`src/rtl/network_class_decoder.sv`:
```
// rtl/network_class_decoder.sv - serial argmax/margin/sign decoder for the network output layer
`timescale 1ns/1ps
module network_class_decoder #(
    parameter int WIDTH       = 8,
    parameter int FRAC_BITS   = 5,
    parameter int NUM_CLASSES = 3,
    parameter int IDX_WIDTH   = 2,
    parameter int CNT_WIDTH   = 8
) (
    input  logic                         CLK,
    input  logic                         RSTN,
    input  logic [NUM_CLASSES*WIDTH-1:0] VALUES_IN,
    input  logic                         VALID_IN,
    input  logic                         OVERFLOW_IN,
    output logic [IDX_WIDTH-1:0]         CLASS_OUT,
    output logic [WIDTH:0]               MARGIN_OUT,
    output logic [NUM_CLASSES-1:0]       BIPOLAR_OUT,
    output logic                         OVF_OUT,
    output logic                         VALID_OUT,
    input  logic                         READY_IN,
    output logic                         BUSY,
    output logic                         DROP,
    output logic [CNT_WIDTH-1:0]         DROP_COUNT
);

    localparam logic [1:0] ST_IDLE = 2'd0;
    localparam logic [1:0] ST_SCAN = 2'd1;
    localparam logic [1:0] ST_DONE = 2'd2;

    localparam logic [WIDTH-1:0]     MOST_NEG = {1'b1, {(WIDTH-1){1'b0}}};
    localparam logic [IDX_WIDTH-1:0] LAST_K   = IDX_WIDTH'(NUM_CLASSES - 1);

    if (NUM_CLASSES < 1 || IDX_WIDTH < $clog2(NUM_CLASSES) || FRAC_BITS > WIDTH) begin : g_bad_params
        $error("network_class_decoder: illegal parameter combination");
    end

    logic [1:0]                   state_q, state_d;
    logic [NUM_CLASSES*WIDTH-1:0] hold_q, hold_d;
    logic                         hold_ovf_q, hold_ovf_d;
    logic [IDX_WIDTH-1:0]         k_q, k_d;
    logic [WIDTH-1:0]             max_q, max_d;
    logic [WIDTH-1:0]             second_q, second_d;
    logic [IDX_WIDTH-1:0]         best_q, best_d;
    logic [NUM_CLASSES-1:0]       bip_q, bip_d;
    logic [IDX_WIDTH-1:0]         class_q, class_d;
    logic [WIDTH:0]               margin_q, margin_d;
    logic [NUM_CLASSES-1:0]       bipolar_q, bipolar_d;
    logic                         ovf_q, ovf_d;
    logic                         valid_q, valid_d;
    logic                         drop_q, drop_d;
    logic [CNT_WIDTH-1:0]         drop_cnt_q, drop_cnt_d;

    logic [WIDTH-1:0]             elem;
    logic [WIDTH-1:0]             scan_max;
    logic [WIDTH-1:0]             scan_sec;
    logic [IDX_WIDTH-1:0]         scan_best;
    logic [NUM_CLASSES-1:0]       scan_bip;

    // Running max/second/best including the element under the cursor.
    always_comb begin
        elem = '0;
        for (int i = 0; i < NUM_CLASSES; i++) begin
            if (k_q == IDX_WIDTH'(i)) begin
                elem = hold_q[i*WIDTH +: WIDTH];
            end
        end
        scan_max  = max_q;
        scan_sec  = second_q;
        scan_best = best_q;
        if ($signed(elem) > $signed(max_q)) begin
            scan_sec  = max_q;
            scan_max  = elem;
            scan_best = k_q;
        end else if ($signed(elem) > $signed(second_q)) begin
            scan_sec = elem;
        end
        scan_bip = bip_q;
        for (int i = 0; i < NUM_CLASSES; i++) begin
            if (k_q == IDX_WIDTH'(i)) begin
                scan_bip[i] = ~elem[WIDTH-1];
            end
        end
    end

    always_comb begin
        state_d    = state_q;
        hold_d     = hold_q;
        hold_ovf_d = hold_ovf_q;
        k_d        = k_q;
        max_d      = max_q;
        second_d   = second_q;
        best_d     = best_q;
        bip_d      = bip_q;
        class_d    = class_q;
        margin_d   = margin_q;
        bipolar_d  = bipolar_q;
        ovf_d      = ovf_q;
        valid_d    = valid_q;
        drop_d     = 1'b0;
        drop_cnt_d = drop_cnt_q;

        case (state_q)
            ST_IDLE: begin
                if (VALID_IN) begin
                    hold_d     = VALUES_IN;
                    hold_ovf_d = OVERFLOW_IN;
                    k_d        = '0;
                    max_d      = MOST_NEG;
                    second_d   = MOST_NEG;
                    best_d     = '0;
                    bip_d      = '0;
                    state_d    = ST_SCAN;
                end
            end
            ST_SCAN: begin
                max_d    = scan_max;
                second_d = scan_sec;
                best_d   = scan_best;
                bip_d    = scan_bip;
                k_d      = k_q + IDX_WIDTH'(1);
                if (k_q == LAST_K) begin
                    state_d   = ST_DONE;
                    class_d   = scan_best;
                    // Sign-extend before subtracting so the difference cannot wrap.
                    margin_d  = {scan_max[WIDTH-1], scan_max} - {scan_sec[WIDTH-1], scan_sec};
                    bipolar_d = scan_bip;
                    ovf_d     = hold_ovf_q;
                    valid_d   = 1'b1;
                end
            end
            ST_DONE: begin
                if (READY_IN) begin
                    valid_d = 1'b0;
                    state_d = ST_IDLE;
                end
            end
            default: begin
                state_d = ST_IDLE;
                valid_d = 1'b0;
            end
        endcase

        if (VALID_IN && state_q != ST_IDLE) begin
            drop_d = 1'b1;
            if (!(&drop_cnt_q)) begin
                drop_cnt_d = drop_cnt_q + CNT_WIDTH'(1);
            end
        end
    end

    always_ff @(posedge CLK or negedge RSTN) begin
        if (!RSTN) begin
            state_q    <= ST_IDLE;
            hold_q     <= '0;
            hold_ovf_q <= 1'b0;
            k_q        <= '0;
            max_q      <= '0;
            second_q   <= '0;
            best_q     <= '0;
            bip_q      <= '0;
            class_q    <= '0;
            margin_q   <= '0;
            bipolar_q  <= '0;
            ovf_q      <= 1'b0;
            valid_q    <= 1'b0;
            drop_q     <= 1'b0;
            drop_cnt_q <= '0;
        end else begin
            state_q    <= state_d;
            hold_q     <= hold_d;
            hold_ovf_q <= hold_ovf_d;
            k_q        <= k_d;
            max_q      <= max_d;
            second_q   <= second_d;
            best_q     <= best_d;
            bip_q      <= bip_d;
            class_q    <= class_d;
            margin_q   <= margin_d;
            bipolar_q  <= bipolar_d;
            ovf_q      <= ovf_d;
            valid_q    <= valid_d;
            drop_q     <= drop_d;
            drop_cnt_q <= drop_cnt_d;
        end
    end

    assign CLASS_OUT   = class_q;
    assign MARGIN_OUT  = margin_q;
    assign BIPOLAR_OUT = bipolar_q;
    assign OVF_OUT     = ovf_q;
    assign VALID_OUT   = valid_q;
    assign BUSY        = (state_q != ST_IDLE);
    assign DROP        = drop_q;
    assign DROP_COUNT  = drop_cnt_q;

endmodule

```
`config.mk`:
```
export PLATFORM = sky130hd
export DESIGN_NAME = network_class_decoder
export DESIGN_NICKNAME = d
export VERILOG_FILES = /design/src/rtl/network_class_decoder.sv
export SDC_FILE = /design/constraint.sdc
export NUM_CORES = 1
export LEC_CHECK = 0
export ABC_AREA = 1
export CORE_MARGIN = 10
export CORE_UTILIZATION = 56
export CTS_CLUSTER_SIZE = 12
export DETAILED_ROUTE_END_ITERATION = 8
export GPL_TIMING_DRIVEN = 0
export PLACE_DENSITY = 0.89
export SETUP_SLACK_MARGIN = 0.3
export SYNTH_ARGS = -nofsm -noshare
export SYNTH_HDL_FRONTEND = slang
export SYNTH_SLANG_ARGS = --single-unit
```
`constraint.sdc`:
```
create_clock -name CLK -period 4.82 [get_ports CLK]
set_input_delay 0.723 -clock CLK [delete_from_list [all_inputs] [get_ports CLK]]
set_output_delay 0.723 -clock CLK [all_outputs]
set_load 0.05 [all_outputs]
```
==> key figures, run 1 <==
Clock tree
  • Worst-path clk slew: approximately 80 ps
  • Num CTS Buffers: 9
  • Clock Sinks: 74
  • Hold Buf Count CTS: 0
  • Worst-skew pair later-pin latency: approximately 360 ps
  • TritonCTS clock tree: done
  • Root Driver: clkbuf_8
  • Clock H-tree levels: 3
  • Max clock buf depth: 2

Floorplanning
  • Ports: between 50 and 60
  • Initial Util: 0.5798
  • DIE AREA: approximately 0.011 sq mm
  • Core area: between 0.007 and 0.008 sq mm
  • Rows: 31
  • Die Height: between 100 and 150 microns
  • Die X: 106.9 microns

STA
  • Worst Skew: around 6 ps
  • Final Hold Vio Count: 0
  • Final WS setup: ~380 ps
  • Tcrit/Tclk final: 0.9217
  • Fmax: ~0.23 GHz
  • RSZ-0062 raised after global routing: false
  • Tmin final: between 4000 and 5000 ps
  • Final Max Slew Viols: 0
  • Final number of setup-violating endpoints: 0
  • TNS Setup: 0 ps
  • Worst-Margin Slew: 562.0 ps
  • Relative slew slack: 0.6253

Synth
  • Dominant cells by area after synthesis: dfrtp_1 44%, nand2_1 15%, ha_1 8.3%, inv_1 5.9%, o21ai_0 2.7%
  • Yosys synthesis warning count: 0
  • Ys async rst share: 1.000
  • Flip-flop and latch count after synthesis: 74
  • Post-Syn Area: ~0.0042 sq mm
  • Cell count after synthesis: 519
  • Library cells used by synthesis: ~40
  • Prevailing post-synth register cell: dfrtp_1
  • Post-synth EDFFs: 0
  • Largest area contributor in the netlist: dfrtp_1
  • Synth top area share: 0.4380
  • Syn_nets: about 580
  • Syn_area_per_cell: between 8 and 9 sq um
  • Seq/Total Area, Yosys: 0.4380

Layout
  • Nets@finish: between 600 and 700
  • Area of the multi-input gates: 0.002136 sq mm
  • Register area: 0.001853 sq mm
  • Fillers: a little under 500
  • Share of cells above drive strength 1: 0.1826
  • Final instance area: 0.005431 sq mm
  • Most frequent cells in the layout: 164 x nand2_1, 73 x dfrtp_1, 58 x inv_1
  • Commonest non-fill, non-tap cell in the layout: nand2_1
  • Diodes inserted: 0
  • Synth-to-Final Area Change: 28.47%

Detailed routing
  • Avg Vias per Cell: around 5.6
  • Via count: ~4,000
  • Post-Route WL: roughly 12,000 microns
  • 1st-iter DRT viols: 330
  • Detail Route Antenna Nets: 0
  • DRC errors left: 0
  • DR pass1 iterations: 5
  • Wire length per cell: 16.50 microns

Status
  • Outcome: finished, final reports clean

Critical path
  • CP dominant cell by count: nand2_1
  • WP data required: between 5000 and 6000 ps
  • Crit path DAT: about 4700 ps
  • Critical Path Source Type: register
  • Crit path kind: register to register
  • Max incr delay on CP: 420 ps
  • Slowest CP cell: dfrtp_2
  • Worst Path Max Fanout: 8
  • Setup crit end kind: register

Min path
  • Hold Path Class: input pin to asynchronous set/reset pin

Run
  • Max Cap Violations: 0

Placement
  • Number of port buffers: between 50 and 60
  • Final GP Congestion: 0.8978
  • Area after DPL: between 0.004 and 0.005 sq mm
  • HPWL Detailed: 7854 microns
  • Dpl ws: 297.5 ps

GRT
  • First-pass GRT wire length: 17,330 microns
  • Initial antenna violation count: 0
  • Overall Global Routing Usage: 0.1843
  • Remaining Overflow, GRT: 0
  • Vias in the first global route: just under 4,000
  • Largest net degree at the start of global routing: 63
-- final timing paths --
path,from,end,slack [ps],cells after the start
max,k_q[0],MARGIN_OUT[8],380,32
min,RSTN,max_q[2],200,1
max reg2reg,k_q[0],MARGIN_OUT[8],380,32
min reg2reg,hold_q[4],hold_q[4],480,2
max in group asynchronous,RSTN,DROP_COUNT[2],4060,2
min in group CLK,hold_q[4],hold_q[4],480,2
-- flip-flops by register name, summed over array words and instances (netlist names) --
signal / cells
BIPOLAR_OUT: 3
CLASS_OUT: 2
DROP: 1
DROP_COUNT: 8
MARGIN_OUT: 9
OVF_OUT: 1
VALID_OUT: 1
best_q: 2
bip_q: 2
hold_ovf_q: 1
hold_q: 24
k_q: 2
max_q: 8
second_q: 8
state_q: 2
-- kinds of logic after synthesis --
logic type      share of synthesized area
compound gates                     0.1080
xor+xnor                          0.01865
fa+ha+maj                         0.08760
buf+inv                           0.08316
flops                              0.4380
mux                              0.002663
simple gates                       0.2619
-- layout make-up --
| cell class | count | share of cell area |
|---|---|---|
| buffer | 15 | 0.01981 |
| clock buffer | 9 | 0.02281 |
| clock inverter | 7 | 0.01820 |
| inverter | 70 | 0.04976 |
| multi-input combinational | 360 | 0.3932 |
| sequential | 74 | 0.3412 |
| tap | 99 | 0.02281 |
| timing repair buffer | 73 | 0.1322 |
-- timing repair --
item / 4_1_cts / 5_1_grt
gates cloned: 0 / 1
resized for setup: 2 / 36
setup buffers: 0 / 17
endpoints found under the setup margin: 2 / 3
pin swaps: 0 / 5
-- stage by stage --
| stage | util | instances | hold WS (ps) |
|---|---|---|---|
| after detailed placement | 0.6743 | 673 | 458.3 |
| after floorplan | - | 519 | 427.4 |
| final | 0.7449 | 707 | 199.4 |
| after global routing | 0.7449 | 707 | 209.8 |
| after global placement | 0.6709 | 672 | 455.6 |
| after CTS | 0.7062 | 689 | 204.1 |
-- routing by layer --
layer  GRT usage  wire (microns)
met2      0.3284            6144
met5           0               0
met3     0.04072             791
met4     0.07544             354
met1      0.2084            4376
-- Yosys cell counts, types with 2 or more instances --
cell type and n:
a21oi_1 15, and2_1 2, buf_2 8, buf_4 2
buf_6 2, clkbuf_1 3, dfrtp_1 74, ha_1 28
inv_1 66, inv_2 4, nand2_1 166, nand2_2 9
nand3_1 17, nand3_2 8, nand4_1 9, nor2_1 18
nor2_2 6, nor3_1 2, o21ai_0 23, o21ai_1 8
o21ai_2 6, o22ai_1 13, o2bb2ai_1 4, or2_2 2
xnor2_1 2, xor2_1 7
-- worst max-delay path, delay by kind of cell (launching register included) --
| family | cells | cell delay, ps |
|---|---|---|
| simple gates | 17 | 1580 |
| fa+ha+maj | 4 | 1050 |
| flops | 1 | 420 |
| buf+inv | 8 | 940 |
| compound gates | 3 | 350 |
Power of run 1 is left out: the tool's default activity adds up to more than one toggle a clock period on the data nets, which glitch-free logic cannot reach.
==> run 2: changes to the inputs <==
Settings changed: CORE_UTILIZATION 56 to 50, PLACE_DENSITY 0.89 to 0.81.
==> run 2 against run 1 <==
  * Final area fell by 1.7%
  * Routed wire length fell by 12%
  * Die area rose by 9.7%
  * Critical path depth fell by 1
  * Sequential cell count did not move
  * Clock skew rose by 7.2 ps
  * Fmax rose by 1.5%
  * Non-clock buffer count fell by 10
  * Core utilization fell by 9.5 points
  * Worst setup slack improved by 66 ps
==> key figures, run 2 (synthesis gave the netlist of run 1 again) <==
Detailed routing
  • DR pass1 iterations: 6 (+1)
  • DRC errors left: 0 (unchanged)
  • 1st-iter DRT viols: 178 (-46%)
  • Detail Route Antenna Nets: 0 (unchanged)
  • Avg Vias per Cell: 5.152 (-7.9%)
  • Wire length per cell: 14.56 microns (-12%)
  • Post-Route WL: 10,250 microns (-12%)
  • Via count: 3,627 (-8.2%)

Critical path
  • Worst r2r path cells: 31 (-3.1%)
  • Critical Path Source Type: register
  • Worst Path Max Fanout: 10 (+2)
  • CP dominant cell by count: nand2_1
  • R2r setup slk: 440 ps (+70 ps)
  • WP data required: 5060 ps (about the same)
  • Crit path DAT: 4620 ps (-60 ps)
  • Setup crit end kind: register
  • Crit. Startpoint: k_q[0]
  • Worst r2r dst: MARGIN_OUT[6]
  • Max incr delay on CP: 420 ps (about the same)
  • Origin of the critical flop-to-flop path: k_q[0]
  • Slowest CP cell: dfrtp_2
  • Crit path kind: register to register
  • Worst Setup EP: MARGIN_OUT[6]

Floorplanning
  • Initial Util: 0.5145 (-0.06524)
  • Die Height: 112.0 microns (+4.7%)
  • DIE AREA: 0.01253 sq mm (+9.7%)
  • Core area: 0.008217 sq mm (+13%)
  • Die X: 112.0 microns (+4.7%)
  • Rows: 33 (+6.5%)
  • Ports: 55 (unchanged)

STA
  • Relative slew slack: 0.6523 (+0.02698)
  • Worst-Margin Slew: 519.9 ps (-42.10 ps)
  • Final number of setup-violating endpoints: 0 (unchanged)
  • Final WS setup: 443.8 ps (+66.48 ps)
  • Tmin final: 4376 ps (-66.48 ps)
  • RSZ-0062 raised after global routing: true
  • Fmax: 0.2285 GHz (+1.5%)
  • TNS Setup: 0 ps (unchanged)
  • Final Max Slew Viols: 0 (unchanged)
  • Worst Skew: 13.21 ps (+7.219 ps)
  • Tcrit/Tclk final: 0.9079 (-0.01379)
  • Final Hold Vio Count: 0 (unchanged)

Clock tree
  • Worst-skew pair later-pin latency: 360 ps (about the same)
  • Clock Sinks: 74 (unchanged)
  • Hold Buf Count CTS: 0 (unchanged)
  • Num CTS Buffers: 9 (unchanged)
  • TritonCTS clock tree: done
  • Root Driver: clkbuf_8
  • Worst-path clk slew: 80 ps (about the same)
  • Clock H-tree levels: 3 (unchanged)
  • Max clock buf depth: 2 (unchanged)

Layout
  • Diodes inserted: 0 (unchanged)
  • Synth-to-Final Area Change: 26.25%
  • Share of cells above drive strength 1: 0.1720 (-0.01061)
  • Commonest non-fill, non-tap cell in the layout: nand2_1
  • Layout Cells excl Fill: 704 (-0.42%)
  • Most frequent cells in the layout: 163 x nand2_1, 73 x dfrtp_1, 59 x inv_1
  • Most flop-heavy register: hold_q
  • Largest register FFs: 24 (unchanged)
  • Nets@finish: 652 (-1.4%)
  • Final instance area: 0.005338 sq mm (-1.7%)

Placement
  • Cell Count Post-Placement: 679 (+0.89%)
  • Dpl ws: 326.5 ps (+29.01 ps)
  • Area after DPL: 0.004925 sq mm (+0.15%)
  • Final GP Congestion: 0.9187 (+2.3%)
  • HPWL Detailed: 7556 microns (-3.8%)
  • Number of port buffers: 54 (unchanged)

GRT
  • Overall Global Routing Usage: 0.1555 (-0.02885)
  • Remaining Overflow, GRT: 0 (unchanged)
  • First-pass GRT wire length: 16,620 microns (-4.1%)
  • Largest net degree at the start of global routing: 52 (-17%)
  • Initial antenna violation count: 0 (unchanged)
  • Vias in the first global route: 3,644 (-5.6%)

Run
  • Max Cap Violations: 0 (unchanged)

Min path
  • Hold Path Class: input pin to asynchronous set/reset pin

Status
  • Outcome: finished, final reports clean
==> run 2: cell type report <==
class                           count  area, sq um
Buffer                             15        107.6
Clock buffer                       10        127.6
Clock inverter                      6        65.06
Fill cell                         687         2879
Inverter                           70        267.8
Multi-Input combinational cell    361         2160
Sequential cell                    74         1853
Tap cell                          105        131.4
Timing Repair Buffer               63        625.6
==> run 2: what timing repair did <==
item / 4_1_cts / 5_1_grt
pin swaps: 0 / 5
buffers inserted: 0 / 8
resized for setup: 1 / 40
setup endpoints to repair: 1 / 3
gates cloned: 0 / 1
==> run 2: worst min-delay path by stage <==
| stage | from | end | cells after the start |
|---|---|---|---|
| final | RSTN | hold_ovf_q | 1 |
| after global routing | RSTN | OVF_OUT | 1 |
| after CTS | RSTN | DROP_COUNT[7] | 1 |
| after detailed placement | hold_q[14] | hold_q[14] | 2 |
| after global placement | hold_q[14] | hold_q[14] | 2 |
| after floorplan | RSTN | BIPOLAR_OUT[0] | 0 |
==> run 2: worst max-delay path, delay by kind of cell (launching register included) <==
| kind | cells | cell delay, ps |
|---|---|---|
| adder cells (fa/ha/maj) | 4 | 1030 |
| AO/OA/AOI/OAI | 3 | 400 |
| buffers and inverters | 7 | 770 |
| AND/OR/NAND/NOR | 17 | 1590 |
| flip-flops | 1 | 420 |
==> run 2: per-stage QoR <==
step	util	hold slack [ps]
after floorplan	-	427.4
after global placement	0.5963	454.8
after detailed placement	0.5994	458.6
after CTS	0.6233	268.5
after global routing	0.6496	278.1
final	0.6496	266.8
==> run 2: routing by layer <==
layer,up-vias,routed length (microns),global-route usage,share of wire
li1,1824,-,-,-
met1,1688,4449,0.1848,0.43
met2,96,4976,0.2607,0.49
met3,19,615,0.04240,0.060
met4,0,207,0.06091,0.020
met5,-,0,0,0
Power of run 2 is left out for the same reason.
==> run 3: changes to the inputs <==
Settings changed: PLACE_DENSITY 0.81 to 0.84, RECOVER_POWER set to 25, TNS_END_PERCENT set to 10.
Clock period 4.82 ns to 3.9 ns, I/O delays scaled along.
==> run 3 against run 2 <==
  * The flow now finishes with violations (max-capacitance violations, max-slew violations, negative setup slack)
  * Via count grew 22%
  * Count of clock-buffer cells in the layout shrank 1
  * Register-to-register slack lost 930 ps
  * Worst setup slack lost 930 ps
  * Worst hold slack gained 210 ps
  * First-iteration DRC count grew to 2.8 times the previous value
  * Critical path depth shrank 5
  * Fmax shrank 0.14%
  * Global-route usage grew 7.1 points
  * Core utilization grew 9.7 points
==> key figures, run 3 (synthesis gave the netlist of run 1 again) <==
Detailed routing
  • Detail Route Antenna Nets: 0 (unchanged)
  • Avg Vias per Cell: 5.940 (+15%)
  • 1st-iter DRT viols: 500 (+180%)
  • DRC errors left: 0 (unchanged)
  • DR pass1 iterations: 5 (-1)
  • Post-Route WL: 15,140 microns (+48%)
  • Wire length per cell: 20.24 microns (+39%)
  • Via count: 4,443 (+22%)

GRT
  • First-pass GRT wire length: 23,420 microns (+41%)
  • Vias in the first global route: 4,677 (+28%)
  • Remaining Overflow, GRT: 0 (unchanged)
  • Overall Global Routing Usage: 0.2269 (+0.07146)
  • Largest net degree at the start of global routing: 39 (-25%)
  • Initial antenna violation count: 0 (unchanged)

Layout
  • Nets@finish: 697 (+6.9%)
  • Largest register FFs: 24 (unchanged)
  • Synth-to-Final Area Change: 45.04%
  • Most frequent cells in the layout: 147 x nand2_1, 73 x dfrtp_1, 53 x inv_1, 53 x clkdlybuf4s50_1, 45 x buf_4
  • Commonest non-fill, non-tap cell in the layout: nand2_1
  • Layout Cells excl Fill: 748 (+6.3%)
  • Diodes inserted: 0 (unchanged)
  • Share of cells above drive strength 1: 0.3048 (+0.1329)
  • Most flop-heavy register: hold_q

Clock tree
  • Clock Sinks: 74 (unchanged)
  • Max clock buf depth: 2 (unchanged)
  • Worst-skew pair later-pin latency: 360 ps (about the same)
  • Num CTS Buffers: 9 (unchanged)
  • Root Driver: clkbuf_8
  • Worst-path clk slew: 90 ps (about the same)
  • Clock H-tree levels: 3 (unchanged)
  • TritonCTS clock tree: done

STA
  • Final number of setup-violating endpoints: 7 (+7)
  • Final Hold Vio Count: 0 (unchanged)
  • Worst-Margin Slew: 1984 ps (+1464 ps)
  • Tcrit/Tclk final: 1.124 (+0.2158)
  • Tmin final: 4382 ps (+6.195 ps)
  • Final Max Slew Viols: 77 (+77)
  • Fmax: 0.2282 GHz (-0.14%)
  • Final WS setup: -482.4 ps (-926.2 ps)
  • Fin Hold WS: 481.3 ps (+214.4 ps)
  • Relative slew slack: -0.3224 (-0.9747)
  • RSZ-0062 raised after global routing: true
  • Worst Skew: 10.19 ps (-3.026 ps)

Critical path
  • Max incr delay on CP: 410 ps (about the same)
  • Worst Path Max Fanout: 10 (unchanged)
  • WP data required: 4190 ps (-870 ps)
  • Critical Path Source Type: register
  • Crit path kind: register to register
  • Crit path DAT: 4680 ps (+60 ps)
  • Slowest CP cell: dfrtp_1
  • Setup crit end kind: register

Placement
  • Cell Count Post-Placement: 679 (unchanged)
  • Number of port buffers: 54 (unchanged)
  • Dpl ws: -393.9 ps (-720.4 ps)
  • HPWL Detailed: 7931 microns (+5.0%)
  • Final GP Congestion: 0.8718 (-5.1%)

Floorplanning
  • Rows: 33 (unchanged)
  • Initial Util: 0.5145 (unchanged)
  • Die X: 112.0 microns (unchanged)
  • Ports: 55 (unchanged)
  • Die Height: 112.0 microns (unchanged)
  • DIE AREA: 0.01253 sq mm (unchanged)
  • Core area: 0.008217 sq mm (unchanged)

Run
  • Max Cap Violations: 2 (+2)

Status
  • Outcome: complete, but fails checks
  • Failing checks: max-capacitance violations, max-slew violations, negative setup slack

Min path
  • Hold Path Class: register to register
[run 3: changes by cell type in the layout (fill, tap and decap cells not counted), sizes merged]
cell and change:
buf +43, bufbuf +1, bufinv +1, clkbuf -1
clkinv -1, dlymetal6s2s +1
[run 3: worst max-delay path, delay by kind of cell, from the launching register on]
family | cells | cell delay, ps
AOI/OAI and AO/OA | 7 | 1040
adders and majority gates | 3 | 750
buffers and inverters | 6 | 750
DFF | 1 | 410
and+or+nand+nor | 10 | 1340
[run 3: stage by stage]
step           instance area [sq um]  TNS, ps    util
3_3_place_gp                    4964   -21910  0.6041
4_1_cts                         6011   -7.811  0.7315
2_1_floorplan                   4292        0       -
6_report                        6132    -2043  0.7463
5_1_grt                         6132    -2963  0.7463
3_5_place_dp                    4981    -1329  0.6062
[run 3: metal layers]
| layer | track usage | wire, microns | share of wire |
|---|---|---|---|
| met3 | 0.05260 | 1263 | 0.083 |
| met5 | 0 | 0 | 0 |
| met4 | 0.1447 | 1198 | 0.079 |
| met2 | 0.3986 | 7332 | 0.48 |
| met1 | 0.2391 | 5342 | 0.35 |
[run 3: path summary, 6_finish.rpt]
path	start	to	slack (ps)	cells after the start
max	k_q[0]	MARGIN_OUT[7]	-480	26
min	hold_q[6]	hold_q[6]	480	2
max reg2reg	k_q[0]	MARGIN_OUT[7]	-480	26
min reg2reg	hold_q[6]	hold_q[6]	480	2
max in group asynchronous	RSTN	VALID_OUT	680	2
min in group asynchronous	RSTN	second_q[4]	770	1
[run 3: timing repair]
action,in CTS,in global routing
gates resized for setup,95,16
cloned,3,0
hold buffers,0,0
pin swaps,38,20
endpoints found under the setup margin,8,8
setup buffers,40,11
[run 3: area by class of cell]
class	instances	area, sq um
multi-input combinational	361	2502
fill	463	2085
tap	105	131.4
timing repair buffer	108	1025
clock inverter	6	90.09
clock buffer	9	123.9
inverter	70	282.8
buffer	15	123.9
sequential	74	1853
Power of run 3 is left out for the same reason.
